[src/rtl/chunked_adder.sv]
// Multi-cycle adder/subtractor: adds CHUNK bits per clock, LSB slice first,
// with the slice carry held in a register between cycles.
module chunked_adder #(
    parameter int WIDTH = 16,
    parameter int CHUNK = 4
) (
    input  logic             clk,
    input  logic             rst_n,
    input  logic             start,
    output logic             ready,
    input  logic [WIDTH-1:0] a,
    input  logic [WIDTH-1:0] b,
    input  logic             cin,
    input  logic             sub,
    output logic [WIDTH-1:0] sum,
    output logic             cout,
    output logic             ovf,
    output logic             done
);

    localparam int N  = WIDTH / CHUNK;
    localparam int CW = (N > 1) ? $clog2(N) : 1;

    typedef enum logic {
        IDLE = 1'b0,
        BUSY = 1'b1
    } state_t;

    state_t             state_r;
    state_t             state_nxt_s;
    logic [CW-1:0]      cnt_r;
    logic [WIDTH-1:0]   a_r;
    logic [WIDTH-1:0]   b_r;
    logic               carry_r;
    logic [WIDTH-1:0]   sum_r;
    logic               cout_r;
    logic               ovf_r;
    logic               done_r;

    logic               ready_s;
    logic               accept_s;
    logic               last_s;
    logic [CHUNK-1:0]   sa_s;
    logic [CHUNK-1:0]   sb_s;
    logic [CHUNK:0]     slice_s;
    logic               msb_cin_s;

    // State register
    always_ff @(posedge clk or negedge rst_n) begin
        if (!rst_n) begin
            state_r <= IDLE;
        end else begin
            state_r <= state_nxt_s;
        end
    end

    // Next-state logic
    always_comb begin
        state_nxt_s = state_r;
        case (state_r)
            IDLE: begin
                if (start) begin
                    state_nxt_s = BUSY;
                end else begin
                    state_nxt_s = IDLE;
                end
            end
            BUSY: begin
                if (last_s) begin
                    state_nxt_s = IDLE;
                end else begin
                    state_nxt_s = BUSY;
                end
            end
            default: state_nxt_s = IDLE;
        endcase
    end

    // Handshake decode from the current state
    always_comb begin
        ready_s  = 1'b0;
        accept_s = 1'b0;
        if (state_r == IDLE) begin
            ready_s  = 1'b1;
            accept_s = start;
        end else begin
            ready_s  = 1'b0;
            accept_s = 1'b0;
        end
    end

    // Current slice adder; the carry into the slice MSB is recovered for ovf
    always_comb begin
        sa_s      = a_r[cnt_r*CHUNK +: CHUNK];
        sb_s      = b_r[cnt_r*CHUNK +: CHUNK];
        slice_s   = {1'b0, sa_s} + {1'b0, sb_s} + {{CHUNK{1'b0}}, carry_r};
        msb_cin_s = sa_s[CHUNK-1] ^ sb_s[CHUNK-1] ^ slice_s[CHUNK-1];
        last_s    = (cnt_r == CW'(N - 1));
    end

    // Operand capture, per-slice accumulation and completion flags.
    // Subtraction stores ~b and ~cin so the BUSY path is a plain adder.
    always_ff @(posedge clk or negedge rst_n) begin
        if (!rst_n) begin
            a_r     <= {WIDTH{1'b0}};
            b_r     <= {WIDTH{1'b0}};
            carry_r <= 1'b0;
            cnt_r   <= {CW{1'b0}};
            sum_r   <= {WIDTH{1'b0}};
            cout_r  <= 1'b0;
            ovf_r   <= 1'b0;
            done_r  <= 1'b0;
        end else if (accept_s) begin
            a_r     <= a;
            b_r     <= sub ? ~b : b;
            carry_r <= sub ? ~cin : cin;
            cnt_r   <= {CW{1'b0}};
            done_r  <= 1'b0;
        end else if (state_r == BUSY) begin
            sum_r[cnt_r*CHUNK +: CHUNK] <= slice_s[CHUNK-1:0];
            carry_r <= slice_s[CHUNK];
            cnt_r   <= cnt_r + CW'(1);
            if (last_s) begin
                cout_r <= slice_s[CHUNK];
                ovf_r  <= msb_cin_s ^ slice_s[CHUNK];
                done_r <= 1'b1;
            end else begin
                done_r <= 1'b0;
            end
        end else begin
            done_r <= 1'b0;
        end
    end

    assign ready = ready_s;
    assign sum   = sum_r;
    assign cout  = cout_r;
    assign ovf   = ovf_r;
    assign done  = done_r;

endmodule

[config.mk]
export PLATFORM = sky130hd
export DESIGN_NAME = chunked_adder
export DESIGN_NICKNAME = d
export VERILOG_FILES = /design/src/rtl/chunked_adder.sv
export SDC_FILE = /design/constraint.sdc
export NUM_CORES = 1
export LEC_CHECK = 0
export ABC_AREA = 1
export BUFFER_PORTS_ARGS = -buffer_cell sky130_fd_sc_hd__buf_4
export CAP_MARGIN = 40
export CORE_ASPECT_RATIO = 0.8
export CORE_UTILIZATION = 58
export DETAILED_ROUTE_END_ITERATION = 12
export PLACE_DENSITY = 0.84
export SLEW_MARGIN = 20
export SYNTH_ARGS = -nofsm -noshare
export SYNTH_HDL_FRONTEND = slang
export SYNTH_SLANG_ARGS = --single-unit
export TNS_END_PERCENT = 20
[constraint.sdc]
create_clock -name clk -period 6.86 [get_ports clk]
set_input_delay 1.372 -clock clk [delete_from_list [all_inputs] [get_ports clk]]
set_output_delay 1.372 -clock clk [all_outputs]
set_load 0.01 [all_outputs]
# After elaboration in Yosys (flattened, before gate mapping)
# Index checks and enable logic that the tools add are counted.
# word_totals
output_inout_bits,20
input_bits,37
register_bits,55
# op_classes
eq_ne,1
bitwise_logic,7
n_addsub,4
mux,15
n_reduce_logical,3
n_shift,4
# ops
cell,count
4-bit negation with 34-bit output,1
"4-bit by 34-bit variable shift with 16-bit output, first input constant",1
4-bit by 34-bit indexed part select with 16-bit output,1
16-bit by 5-bit indexed part select with 4-bit output,2
16-bit bitwise mux,1
16-bit two-way mux,1
16-bit NOT,1
1-bit two-way mux,10
4-bit by 4-bit adder with 5-bit output,1
5-bit by 1-bit adder with 5-bit output,1
2-bit two-way mux,2
1-bit NOT,3
3-bit AND reduction,1
1-bit XOR,3
"2-bit by 1-bit adder with 2-bit output, second input constant",1
"2-bit == test, second input constant",1
1-bit case mux with 2 select lines,1
2-bit AND reduction,1
2-bit nonzero test,1

# Depth between registers and ports, before layout
# logic_depth
word_depth,5
ltp_mapped,12
depth_no_buf,11

# Worst setup path after synthesis
# No wires, ideal clock.
# synth_path
path_kind,register to register
start,reg cnt_r[1]
end,"reg ovf_r, in the netlist ovf"
arrival_time_ns,2.198
stages_incl_launch_ff,13
required_ns,6.743
setup_time_ns,0.117
n_path_buf,1
synth_period_minus_slack_ns,2.315
path_slack_ns,4.545
cell_sequence,dfrtp_1 > clkbuf_1 > inv_1 > o21ai_0 > o22ai_1 > fa_1 > fa_1 > nand2_1 > a21oi_1 > nor2_1 > nand2_1 > nand3_1 > nand2_1
# synth_via
elab_chain_cells,5
# synth_lines
item,line_no,source
from (decl),31,logic [CW-1:0] cnt_r;
from (signal assigned),108,cnt_r <= {CW{1'b0}};
from (signal assigned),117,cnt_r <= {CW{1'b0}};
from (signal assigned),122,cnt_r <= cnt_r + CW'(1);
16-bit by 5-bit indexed part select with 4-bit output (on tied branches),"94, 95",
4-bit by 4-bit adder with 5-bit output,96,"slice_s = {1'b0, sa_s} + {1'b0, sb_s} + {{CHUNK{1'b0}}, carry_r};"
5-bit by 1-bit adder with 5-bit output,96,
1-bit XOR,97,msb_cin_s = sa_s[CHUNK-1] ^ sb_s[CHUNK-1] ^ slice_s[CHUNK-1];
1-bit XOR,125,ovf_r <= msb_cin_s ^ slice_s[CHUNK];
to (signal assigned),125,
to (decl),37,logic ovf_r;
# Several ways; a longest one is shown, not always the timed one.
# A chain may end at the register's enable or synchronous reset.

# Worst setup path after layout
# layout_path
start,reg cnt_r[0]
end,"reg sum_r[6], in the netlist sum[6]"
# layout_via
elab_chain_cells,5
# layout_lines
item,line_no,source
16-bit by 5-bit indexed part select with 4-bit output (on tied branches),"94, 95",
4-bit by 4-bit adder with 5-bit output,96,
5-bit by 1-bit adder with 5-bit output,96,
4-bit by 34-bit indexed part select with 16-bit output,120,sum_r[cnt_r*CHUNK +: CHUNK] <= slice_s[CHUNK-1:0];
16-bit bitwise mux *,120,
to (signal assigned),109,sum_r <= {WIDTH{1'b0}};
"to (signal, indexed assignment)",120,
to (decl),35,logic [WIDTH-1:0] sum_r;
# Mark *: on every way between the ends. The rest lies on a longest branch, timed or not.

==> summary.md <==
| Metric | Value |
|---|---|
| Unrepaired setup endpoints after global routing | no |
| Worst R2R Path Depth | 9 |
| Seq/Total Area, Yosys | 0.505 |
| Worst-margin pin slew | 737 ps |
| Max Cap Viol | 0 |
| Vias/cell | 5.32 |
| Num CTS Buffers | 5 |
| Shortest period the worst path allows | 3090 ps |
| # rows | 21 |
| Critical Path Start Type | register |
| Area Overhead vs Synth | 17.2% |
| Chip height | 63.3 µm |
| Critical Path AT | 3280 ps |
| Slew HR | 0.508 |
| GR Overflow Total | 0 |
| DRC marker count from the first detailed-route iteration | 231 |
| Clock transition at path regs | 90 ps |
| HP Start | a_r[5]$_DFFE_PN0P_ |
| Io pins | 57 |
| CORE AREA | 4340 µm² |
| Hold Crit Depth | 2 |
| Global-route wire length before repair | 9.76 mm |
| Min-delay worst type | register to register |
| Total track usage | 0.258 |
| VDD IR max | 0.256 mV |
| Buf+Inv Stages, Crit Path | 1 |
| Initial antenna violation count | 0 |
| Syn_nets | 359 |
| Diode count | 0 |
| Critical path cell sequence | inv_2 > o21ai_0 > o22ai_1 > fa_1 > fa_1 > xnor2_1 > nor2_1 > nand2_1 > o21ai_1 |
| CTS max path bufs | 2 |
| Slowest cell on the critical path | dfrtp_1 |
| Vias in the first global route | 2025 |
| H-tree depth | 2 |
| Via count | 2229 |
| Worst Skew | 4.79 ps |
| Commonest non-fill, non-tap cells in the layout | 103 x nand2_1, 56 x buf_4, 55 x dfrtp_1, 42 x o21ai_0, 23 x nor2_1 |
| Crit-path max FO | 26 |
| Clock power share | 0.105 |
| Detailed Place HPWL | 4.33 mm |
| Most common cell after layout, fill and taps aside | nand2_1 |
| Post-route ant nets | 0 |
| Status | completed |
| Worst-skew pair later-pin latency | 300 ps |
| Period utilization | 0.450 |
| Setup violators final | 0 |
| CTS Sinks | 55 |
| Setup crit start | cnt_r[0]$_DFFE_PN0P_ |
| Worst hold margin | 482 ps |
| WS Path Type | register to register |
| Utilization after layout | 0.737 |
| First-pass DRT Iterations | 5 |
| Post-CTS Hold Buffers | 0 |
| Fin worst setup slack | 3770 ps |
| Critical Path RT | 7050 ps |
| Die footprint | 4980 µm² |
| Average wire per standard cell | 13.8 µm |
| Final wirelength | 5.79 mm |
| Placement Setup Slack | 3850 ps |
| CTS Root Cell | clkbuf_8 |
| Switching part of the total | 0.457 |
| Final GP Congestion | 0.945 |
| Cell-internal power | 0.856 mW |
| Initial Utilization | 0.629 |
| Drt drc | 0 |
| P_leak | 1.64 nW |
| Part of the power in combinational logic | 0.519 |
| CP top delay family | adder cells |
| Setup bufs post-CTS | 0 |
| Setup_tns | 0 ps |
| Pwr Density | 494 nW/µm² |
| Synth unique cells | 24 |
| Psw | 0.720 mW |
| Max incr delay on CP | 830 ps |
| R2r startpoint | cnt_r[0]$_DFFE_PN0P_ |
| Slew Limit Fails | 0 |
| Fmax | 324 MHz |
| Post-Syn Instances | 312 |
| Nets | 408 |
| CTS resizes | 0 |
| Pin count of the biggest net entering global routing | 56 |
| Final Hold Viols | 0 |
| Avg Inst Size Synth | 8.73 µm² |
| Most frequent CP cell | fa_1 |
| Overall die width | 78.6 µm |
| Flop pwr share | 0.376 |
| Port Buffer Count | 56 |
| Slack of the worst reg-to-reg path | 3770 ps |
| Critical Path End Type | register |
| CTS tree | built |
| Cell Area, Synth | 2730 µm² |
| R2R Path End | sum[6]$_DFFE_PN0P_ |
| Hold Path End | a_r[5]$_DFFE_PN0P_ |
| Share of cells above drive strength 1 | 0.191 |
| FF+latch count, synth | 55 |
| Synth Warn # | 0 |
[per-stage QoR]
step	instances	area, µm²	power, mW
after floorplan	312	2730	1.15
after global placement	411	3110	1.36
after detailed placement	411	3110	1.40
after CTS	419	3190	1.57
after global routing	419	3190	1.72
final	419	3190	1.58
[area by class of cell]
| cell class | instances | area [µm²] |
|---|---|---|
| Sequential cell | 55 | 1380 |
| Fill cell | 348 | 1140 |
| Tap cell | 57 | 71.3 |
| Clock inverter | 1 | 5.00 |
| Inverter | 15 | 58.8 |
| Multi-Input combinational cell | 228 | 1180 |
| Timing Repair Buffer | 56 | 420 |
| Clock buffer | 7 | 76.3 |
[sequential cells by signal, summed over array words and instances, names as in the netlist, 2 cells and up]
register and cells:
a_r 16, cnt_r 2, sum 16, b_r 16
[Yosys cell counts (all sizes together)]
cell / number / share of area
fa: 2 / 0.015
ha: 8 / 0.037
xnor2: 17 / 0.055
dfrtp: 55 / 0.51
inv: 15 / 0.022
o211ai: 1 / 0.0028
a21oi: 3 / 0.0069
clkbuf: 1 / 0.0014
nand3: 8 / 0.015
o31ai: 3 / 0.0083
o22ai: 8 / 0.018
nor2: 23 / 0.032
o21ai: 46 / 0.084
nand4: 4 / 0.011
nand2: 105 / 0.15
buf: 13 / 0.037
[worst reg2reg max path, cell delays in order (launching register included)]
cell and delay (ps):
dfrtp_1 830, inv_2 320, o21ai_0 240, o22ai_1 110, fa_1 470, fa_1 430, xnor2_1 330, nor2_1 90
nand2_1 90, o21ai_1 70
[metal layers]
metal	GRT usage	vias to the layer above	wire length (µm)
met4	0.0556	0	21
met3	0.0565	2	448
met2	0.374	83	2670
met5	0	-	0
met1	0.396	1041	2650
li1	-	1103	-
[power groups by stage]
stage	Clock [mW]	Sequential (mW)	Combinational [mW]
final	0.165	0.593	0.818
after global routing	0.185	0.609	0.922
after CTS	0.169	0.589	0.813
after detailed placement	0	0.592	0.804
after global placement	0	0.588	0.768
after floorplan	0	0.552	0.594
[kinds of logic after synthesis]
group | share of synthesized area
AND/OR/NAND/NOR | 0.208
AO/OA/AOI/OAI | 0.121
flip-flops | 0.505
buffers and inverters | 0.0601
XOR/XNOR | 0.0546
adder cells (fa/ha/maj) | 0.0514
[worst max path at each step]
stage,end,slack [ps],cells after the start
2_1_floorplan,ovf$_DFFE_PN0P_,4540,12
3_3_place_gp,sum[6]$_DFFE_PN0P_,4020,9
3_5_place_dp,sum[14]$_DFFE_PN0P_,3850,9
4_1_cts,ovf$_DFFE_PN0P_,3810,11
5_1_grt,ovf$_DFFE_PN0P_,3470,11
6_report,sum[6]$_DFFE_PN0P_,3770,9
(Power assumes the default switching activity.)
